$ cat src/rtl/snake_pkg.sv
// Shared definitions for the snake game control path: state codes, score
// limit and the board-level default tick dividers.
package snake_pkg;

  typedef enum logic [1:0] {
    ST_IDLE   = 2'b00,
    ST_RUN    = 2'b01,
    ST_PAUSED = 2'b10,
    ST_OVER   = 2'b11
  } state_e;

  localparam int SCORE_MAX = 99;

  localparam int DEF_SLOW_DIV  = 25000000;
  localparam int DEF_FAST_DIV  = 10000000;
  localparam int DEF_STEP_DIV  = 2500000;
  localparam int DEF_LEVEL_PTS = 5;
  localparam int DEF_MAX_LEVEL = 4;
  localparam int DEF_CNT_W     = 25;

  function automatic int bcd_value(input logic [3:0] tens, input logic [3:0] ones);
    return int'(tens) * 10 + int'(ones);
  endfunction

endpackage

$ cat src/rtl/bcd_score_counter.sv
// Two-digit BCD counter with synchronous clear and increment, holding at the
// package score limit. Also intended for the high-score register.
module bcd_score_counter
  import snake_pkg::*;
(
  input  logic       clkin,
  input  logic       resetn,
  input  logic       inc,
  input  logic       clr,
  output logic [3:0] ones,
  output logic [3:0] tens
);

  logic [3:0] ones_q, ones_d;
  logic [3:0] tens_q, tens_d;

  always_comb begin
    ones_d = ones_q;
    tens_d = tens_q;
    if (clr) begin
      ones_d = 4'd0;
      tens_d = 4'd0;
    end else if (inc && (bcd_value(tens_q, ones_q) < SCORE_MAX)) begin
      if (ones_q == 4'd9) begin
        ones_d = 4'd0;
        tens_d = tens_q + 4'd1;
      end else begin
        ones_d = ones_q + 4'd1;
      end
    end
  end

  always_ff @(posedge clkin or negedge resetn) begin
    if (!resetn) begin
      ones_q <= 4'd0;
      tens_q <= 4'd0;
    end else begin
      ones_q <= ones_d;
      tens_q <= tens_d;
    end
  end

  assign ones = ones_q;
  assign tens = tens_q;

endmodule

$ cat src/rtl/snake_game_sequencer.sv
// Game-flow controller: IDLE/RUN/PAUSED/OVER FSM, level- and boost-dependent
// tick enable, food-driven level progression and the BCD score.
module snake_game_sequencer
  import snake_pkg::*;
#(
  parameter int SLOW_DIV  = DEF_SLOW_DIV,
  parameter int FAST_DIV  = DEF_FAST_DIV,
  parameter int STEP_DIV  = DEF_STEP_DIV,
  parameter int LEVEL_PTS = DEF_LEVEL_PTS,
  parameter int MAX_LEVEL = DEF_MAX_LEVEL,
  parameter int CNT_W     = DEF_CNT_W
) (
  input  logic       clkin,
  input  logic       resetn,
  input  logic       start,
  input  logic       pause,
  input  logic       boost,
  input  logic       food_eaten,
  input  logic       game_over,
  output logic       tick,
  output logic [1:0] state,
  output logic [2:0] level,
  output logic [3:0] score_ones,
  output logic [3:0] score_tens
);

  localparam int FOOD_W = (LEVEL_PTS > 1) ? $clog2(LEVEL_PTS) : 1;

  state_e             state_q, state_d;
  logic [CNT_W-1:0]   count_q, count_d;
  logic               tick_q, tick_d;
  logic [2:0]         level_q, level_d;
  logic [FOOD_W-1:0]  food_q, food_d;
  logic [31:0]        period;
  int                 base;
  logic               interval_done;
  logic               food_ok;
  logic               restart;

  // Signed base keeps high levels from wrapping below the FAST_DIV floor.
  always_comb begin
    base = SLOW_DIV - int'(level_q) * STEP_DIV;
    if (boost || (base < FAST_DIV)) begin
      period = 32'(FAST_DIV);
    end else begin
      period = 32'(base);
    end
  end

  assign interval_done = (32'(count_q) + 32'd1) >= period;

  always_comb begin
    state_d = state_q;
    restart = 1'b0;
    case (state_q)
      ST_IDLE:   if (start) state_d = ST_RUN;
      ST_RUN: begin
        if (game_over)  state_d = ST_OVER;
        else if (pause) state_d = ST_PAUSED;
      end
      ST_PAUSED: begin
        if (game_over)  state_d = ST_OVER;
        else if (pause) state_d = ST_RUN;
      end
      ST_OVER: begin
        if (start) begin
          state_d = ST_RUN;
          restart = 1'b1;
        end
      end
      default:   state_d = ST_IDLE;
    endcase
  end

  // A tick decided in RUN is emitted even if the FSM leaves RUN on the same edge.
  always_comb begin
    tick_d  = 1'b0;
    count_d = count_q;
    case (state_q)
      ST_RUN: begin
        if (interval_done) begin
          tick_d  = 1'b1;
          count_d = '0;
        end else begin
          count_d = count_q + CNT_W'(1);
        end
      end
      ST_PAUSED: count_d = count_q;
      default:   count_d = '0;
    endcase
  end

  assign food_ok = (state_q == ST_RUN) && food_eaten && !game_over;

  always_comb begin
    food_d  = food_q;
    level_d = level_q;
    if (restart) begin
      food_d  = '0;
      level_d = 3'd0;
    end else if (food_ok) begin
      if (food_q == FOOD_W'(LEVEL_PTS - 1)) begin
        food_d = '0;
        if (level_q < 3'(MAX_LEVEL)) level_d = level_q + 3'd1;
      end else begin
        food_d = food_q + FOOD_W'(1);
      end
    end
  end

  always_ff @(posedge clkin or negedge resetn) begin
    if (!resetn) begin
      state_q <= ST_IDLE;
      count_q <= '0;
      tick_q  <= 1'b0;
      level_q <= 3'd0;
      food_q  <= '0;
    end else begin
      state_q <= state_d;
      count_q <= count_d;
      tick_q  <= tick_d;
      level_q <= level_d;
      food_q  <= food_d;
    end
  end

  bcd_score_counter u_score (
    .clkin  (clkin),
    .resetn (resetn),
    .inc    (food_ok),
    .clr    (restart),
    .ones   (score_ones),
    .tens   (score_tens)
  );

  assign tick  = tick_q;
  assign state = state_q;
  assign level = level_q;

endmodule
$ cat config.mk
export PLATFORM = sky130hd
export DESIGN_NAME = snake_game_sequencer
export DESIGN_NICKNAME = d
export VERILOG_FILES = /design/src/rtl/snake_pkg.sv /design/src/rtl/bcd_score_counter.sv /design/src/rtl/snake_game_sequencer.sv
export SDC_FILE = /design/constraint.sdc
export NUM_CORES = 1
export LEC_CHECK = 0
export ABC_CLOCK_PERIOD_IN_PS = 6500
export BUFFER_PORTS_ARGS = -buffer_cell sky130_fd_sc_hd__clkbuf_2
export CAP_MARGIN = 15
export CORE_MARGIN = 10
export CORE_UTILIZATION = 45
export DETAILED_ROUTE_END_ITERATION = 8
export PLACE_DENSITY_LB_ADDON = 0.12
export SYNTH_ARGS = -nofsm -noshare
export SYNTH_HDL_FRONTEND = slang
export SYNTH_SLANG_ARGS = --single-unit
$ cat constraint.sdc
create_clock -name clkin -period 6.5 [get_ports clkin]
set_input_delay 1.3 -clock clkin [delete_from_list [all_inputs] [get_ports clkin]]
set_output_delay 1.3 -clock clkin [all_outputs]
set_load 0.02 [all_outputs]
* Yosys cells after proc, flatten, opt, wreduce, memory -nomap -nowiden *
Cells that the tools add are included.

word-level totals
  register bits = 42
  output and inout port bits = 14

operators by class
  eq/ne operators = 8
  muxes and demuxes = 26
  $add $sub $neg = 8
  $lt $le $gt $ge = 4
  reductions and logical operators = 15
  multipliers = 2

operators by type and width
  operator                number
  $pmux 25 s2             1
  $add 32x5->32           1
  $ge 26x32->1            1
  $lt 32x8->1 const B     1
  $mux 32                 1
  $add 25x1->26 const B   1
  $lt 26x25->1 const B    1
  $sub 25x25->26 const A  1
  $add 25x1->25 const B   1
  $mux 25                 1
  $mux 4                  6
  $mux 3                  7
  $mul 3x17->20 const B   1
  $mux 2                  5
  $reduce_bool 2->1       5
  $add 4x1->4 const B     2
  $mul 4x3->7 const B     1
  $add 3x1->3 const B     2
  $ne 3x3->1 const B      2
  $pmux 2 s3              1
  $reduce_and 3->1        2
  $eq 2x2->1 const B      2
  $eq 4x4->1 const B      1
  $mux 1                  4
  10 further kinds        12

* Longest topological paths before layout *
  depth in word-level cells = 8
  gate-level depth with buffers = 28

* By module *
A second synthesis with hierarchy kept.

second synthesis, totals
  cell total of the unflattened synthesis = 584
  area, all modules = 4703.3 um2

modules (own cells, without submodules)
  module                cells an instance  instances  seq. area each (um2)  area each (um2)
  snake_game_sequencer  494                1          850.8                 3902.5
  bcd_score_counter     90                 1          200.2                 800.8

* Worst setup path after synthesis *
Ideal clock, no wire load.

  kind = reg2reg
  start point = register level_q[0], in the netlist level[0]
  end point = register count_q[18]
  setup slack = 449 ps
  data arrival time = 5925 ps
  cell stages (with the launch flop) = 28
  buffers on the path = 5
  library setup time = 126 ps
  cell sequence = dfrtp_1 > clkbuf_1 > inv_1 > ha_1 > clkbuf_1 > inv_1 > ha_1 > inv_1 > fa_1 > o211a_1 > a311oi_4 > a41oi_4 > nor4_1 > o211ai_1 > a31o_2 > buf_6 > and3_1 > ha_1 > a21o_1 > a21o_1 > a21oi_1 > o21ai_0 > o21ai_0 > a31oi_1 > clkbuf_1 > clkbuf_1 > nor3_1 > a221o_1

on the way
  longest elaborated chain between the ends = 8

ends and longest elaborated chain
  what                    RTL line                     RTL
  from (decl)             snake_game_sequencer.sv:32   logic [2:0] level_q, level_d;
  from (signal assigned)  snake_game_sequencer.sv:122  level_q <= level_d;
  $mul 3x17->20 (*)       snake_game_sequencer.sv:42   base = SLOW_DIV - int'(level_q) * STEP_DIV;
  $sub 25x25->26 (*)      snake_game_sequencer.sv:42
  $lt 26x25->1            snake_game_sequencer.sv:43   if (boost || (base < FAST_DIV)) begin
  $logic_or 1x1->1        snake_game_sequencer.sv:43
  $mux 32 (*)             snake_game_sequencer.sv:43
  $ge 26x32->1 (*)        snake_game_sequencer.sv:50   assign interval_done = (32'(count_q) + 32'd1) >= period;
  $mux 25 (*)             snake_game_sequencer.sv:81   if (interval_done) begin
  $pmux 25 s2 (*)         snake_game_sequencer.sv:79   case (state_q)
  to (signal assigned)    snake_game_sequencer.sv:120  count_q <= count_d;
  to (decl)               snake_game_sequencer.sv:30   logic [CNT_W-1:0] count_q, count_d;

Every way passes the cells marked *; elsewhere a longest branch is shown, timed or not.
A chain may end at the register's enable or synchronous reset.

* Worst setup path after layout *
  start point = register level_q[0], in the netlist level[0]
  end point = register count_q[7]

The elaborated chain is that of the path after synthesis.

==> run_results.csv <==
group,metric,value,unit
run_status,status,"completed",
clock_tree,cts_setup_buffers,0,
power,leakage,0.00229,µW
cells_and_area,nNetsFinal,630,
clock_tree,clock_path_buffers,2,
power,swShare,40.3,%
floorplanning,rows,36,
synthesis,syn_inst,564,
floorplanning,die_h,121,µm
floorplanning,dieWidth,121,µm
power,seq_power_share,38.5,%
worst_setup_path,arrival,6.28,ns
sta,tns,0,ns
sta,final-setup-viol-count,0,
synthesis,avgSynthCellArea,8.11,µm²
floorplanning,fp.coreArea,9820,µm²
cells_and_area,num_antenna_cells,0,
floorplanning,boundaryPins,21,
worst_setup_path,crit_fanout,20,
cells_and_area,area_growth_syn_to_layout,6.95,%
drt,wl_per_cell,15.6,µm
sta,tightest_slew,0.740,ns
drt,drc,0,
place,dp_hpwl,8.27,mm
cells_and_area,mostFrequentLayoutCells,"nand2_1 (77), ha_1 (51), dfrtp_1 (42), o21ai_0 (33), nor2_1 (32)",
power,power_frac_clock,25.4,%
global_routing,met1_usage,20.2,%
power,pwr-share-comb,36.2,%
drt,first_iter_violations,225,
cells_and_area,layout_commonest_cell,"nand2_1",
global_routing,busiest_layer,"met2",
global_routing,first_global_vias,4006,
synthesis,synth.net_count,625,
global_routing,grt_max_degree,43,
synthesis,ys_seq_elements,42,
clock_tree,cts_tree,"yes",
worst_setup_path,crit_path_end_kind,"register",
worst_setup_path,worstSetupPathType,"reg2reg",
clock_tree,clk_latency,0.30,ns
synthesis,yosysUniqueCellTypes,71,
synthesis,yosys_warnings,0,
flow_run,maxCapViolations,0,
synthesis,synthFlopType,"dfrtp_1",
place,io_buffers,20,
sta,drv_slew,0,
sta,fmaxAchievable,166,MHz
sta,min_period,6.03,ns
worst_setup_path,cp_data_required_time,6.74,ns
sta,hold_violations,0,
floorplanning,initial_core_util,46.6,%
sta,fin_ws,0.465,ns
synthesis,syn_area,4570,µm²
hold_path,min_path_type,"reg2reg",
sta,slew_headroom,50.6,%
power,vdd_drop_max,0.126,mV
synthesis,yosysSeqAreaShare,23.0,%
global_routing,grtUsageMet2,24.7,%
global_routing,grt_pass1_wl,19.1,mm
sta,fin_worst_skew,0.0124,ns
sta,period_share,92.8,%
clock_tree,h-tree-depth,2,
drt,detail-route-antenna-nets,0,
clock_tree,cts_sinks,42,
drt,via_count,4111,
clock_tree,path_clk_slew,0.09,ns
worst_setup_path,start_kind,"register",
power,p_switching,338,µW
global_routing,gr-total-overflow,0,
clock_tree,root_buffer,"clkbuf_8",
drt,first_pass_iters,4,
power,p_per_area,171,nW/µm²
drt,via_per_inst,5.85,
power,cellInternalPower,500,µW
synthesis,async_flop_share,100,%
global_routing,antenna_found_initial,0,
place,gp_congestion,0.869,
synthesis,synth-edff-count,0,
global_routing,grtUsageTotal,15.2,%
cells_and_area,final_layout_size_suffix_gt1_share,9.82,%
drt,wirelength,10.9,mm
place,pre_cts_ws,0.484,ns
cells_and_area,final_core_util,49.8,%
floorplanning,die_area,14600,µm²
clock_tree,numCtsBuffers,5,
global_routing,use_met3,2.56,%
[cell usage after synthesis, types with 6 or more instances]
library cell,n,area [µm²]
nor3_1,29,145
nand2_1,77,289
nand4_1,13,81.3
inv_1,19,71.3
a21o_1,16,120
o21ai_0,33,165
nor2_1,33,124
nand2b_1,6,37.5
dfrtp_1,42,1050
a221o_1,8,80.1
a21oi_1,26,130
xor2_1,16,140
clkbuf_1,23,86.3
ha_1,51,638
or3_1,8,50.1
nand3b_1,7,52.6
xnor2_1,29,254
and3_1,15,93.8
nand3_1,18,90.1
[layer usage]
layer  share of wire [%]  routed length (µm)  vias up
met5                   0                   0        -
met4                 1.5                 167        0
met3                 3.4                 370       15
met2                  46                5040       71
met1                  49                5380     1971
li1                    -                   -     2054
[power groups by stage]
| stage | logic, µW | clock network [µW] | registers (µW) |
|---|---|---|---|
| 4_1_cts | 304 | 221 | 322 |
| 3_5_place_dp | 303 | 0 | 328 |
| 2_1_floorplan | 214 | 0 | 335 |
| 5_1_grt | 348 | 232 | 327 |
| 6_report | 303 | 213 | 322 |
| 3_3_place_gp | 296 | 0 | 327 |
[repair_timing]
| action | 4_1_cts | 5_1_grt |
|---|---|---|
| resized for setup | 0 | 5 |
| hold buffers | 0 | 0 |
| endpoints found under the setup margin | 0 | 20 |
[sequential cells by signal, indices dropped and copies added, names as in the netlist]
| register | cells |
|---|---|
| level | 3 |
| food_q | 3 |
| count_q | 25 |
| u_score.ones | 4 |
| tick | 1 |
| u_score.tens | 4 |
| state | 2 |
[kinds of logic (layout without fill, tap and decap cells)]
group	after synthesis	count (layout)	synth area share, %
multiplexers	6	6	1.45
XOR/XNOR	47	47	9.33
other	1	1	0.0820
buffers and inverters	48	54	4.54
AO/OA/AOI/OAI	135	135	21.1
adder cells (fa/ha/maj)	54	54	15.3
AND/OR/NAND/NOR	231	231	25.2
flip-flops	42	42	23.0
[path summary, 6_finish.rpt]
kind | start | endpoint | slack, ns | depth (start not counted)
worst max-delay path | level[0]$_DFFE_PN0P_ | count_q[7]$_DFFE_PN0N_ | 0.47 | 23
worst min-delay path | count_q[6]$_DFFE_PN0N_ | count_q[6]$_DFFE_PN0N_ | 0.54 | 2
worst max register to register | level[0]$_DFFE_PN0P_ | count_q[7]$_DFFE_PN0N_ | 0.47 | 23
worst min register to register | count_q[6]$_DFFE_PN0N_ | count_q[6]$_DFFE_PN0N_ | 0.54 | 2
max in group asynchronous | resetn | count_q[11]$_DFFE_PN0N_ | 5.03 | 2
min in group asynchronous | resetn | u_score.ones[3]$_DFFE_PN0P_ | 1.08 | 2
[stage by stage]
step / instance area [µm²] / hold slack, ns / cells / total power [µW]
after floorplan: 4570 / 0.486 / 564 / 549
after global placement: 4760 / 0.505 / 695 / 623
after detailed placement: 4760 / 0.525 / 695 / 631
after CTS: 4870 / 0.546 / 703 / 848
after global routing: 4890 / 0.581 / 703 / 907
final: 4890 / 0.544 / 703 / 837
[worst max-delay path: stages, from the launching register on]
cell	delay [ns]
dfrtp_1	0.39
inv_1	0.16
ha_1	0.35
inv_1	0.18
ha_1	0.19
inv_1	0.05
fa_1	0.50
o211a_1	0.30
a311oi_4	0.46
a41oi_4	0.26
o31a_1	0.35
nor4_1	0.27
a31o_2	0.34
nand3b_1	0.12
ha_1	0.31
a21o_1	0.16
a21o_1	0.17
a21oi_1	0.15
o21ai_0	0.11
o21ai_0	0.20
a31oi_1	0.11
buf_4	0.21
nor3_1	0.42
a22o_1	0.23
[layout make-up]
class	instances	area (µm²)
Clock buffer	5	68.8
Inverter	19	71.3
Multi-Input combinational cell	474	3340
Sequential cell	42	1050
Fill cell	1014	4930
Timing Repair Buffer	27	153
Clock inverter	3	43.8
Tap cell	133	166
Power figures use the tool's default switching activity.
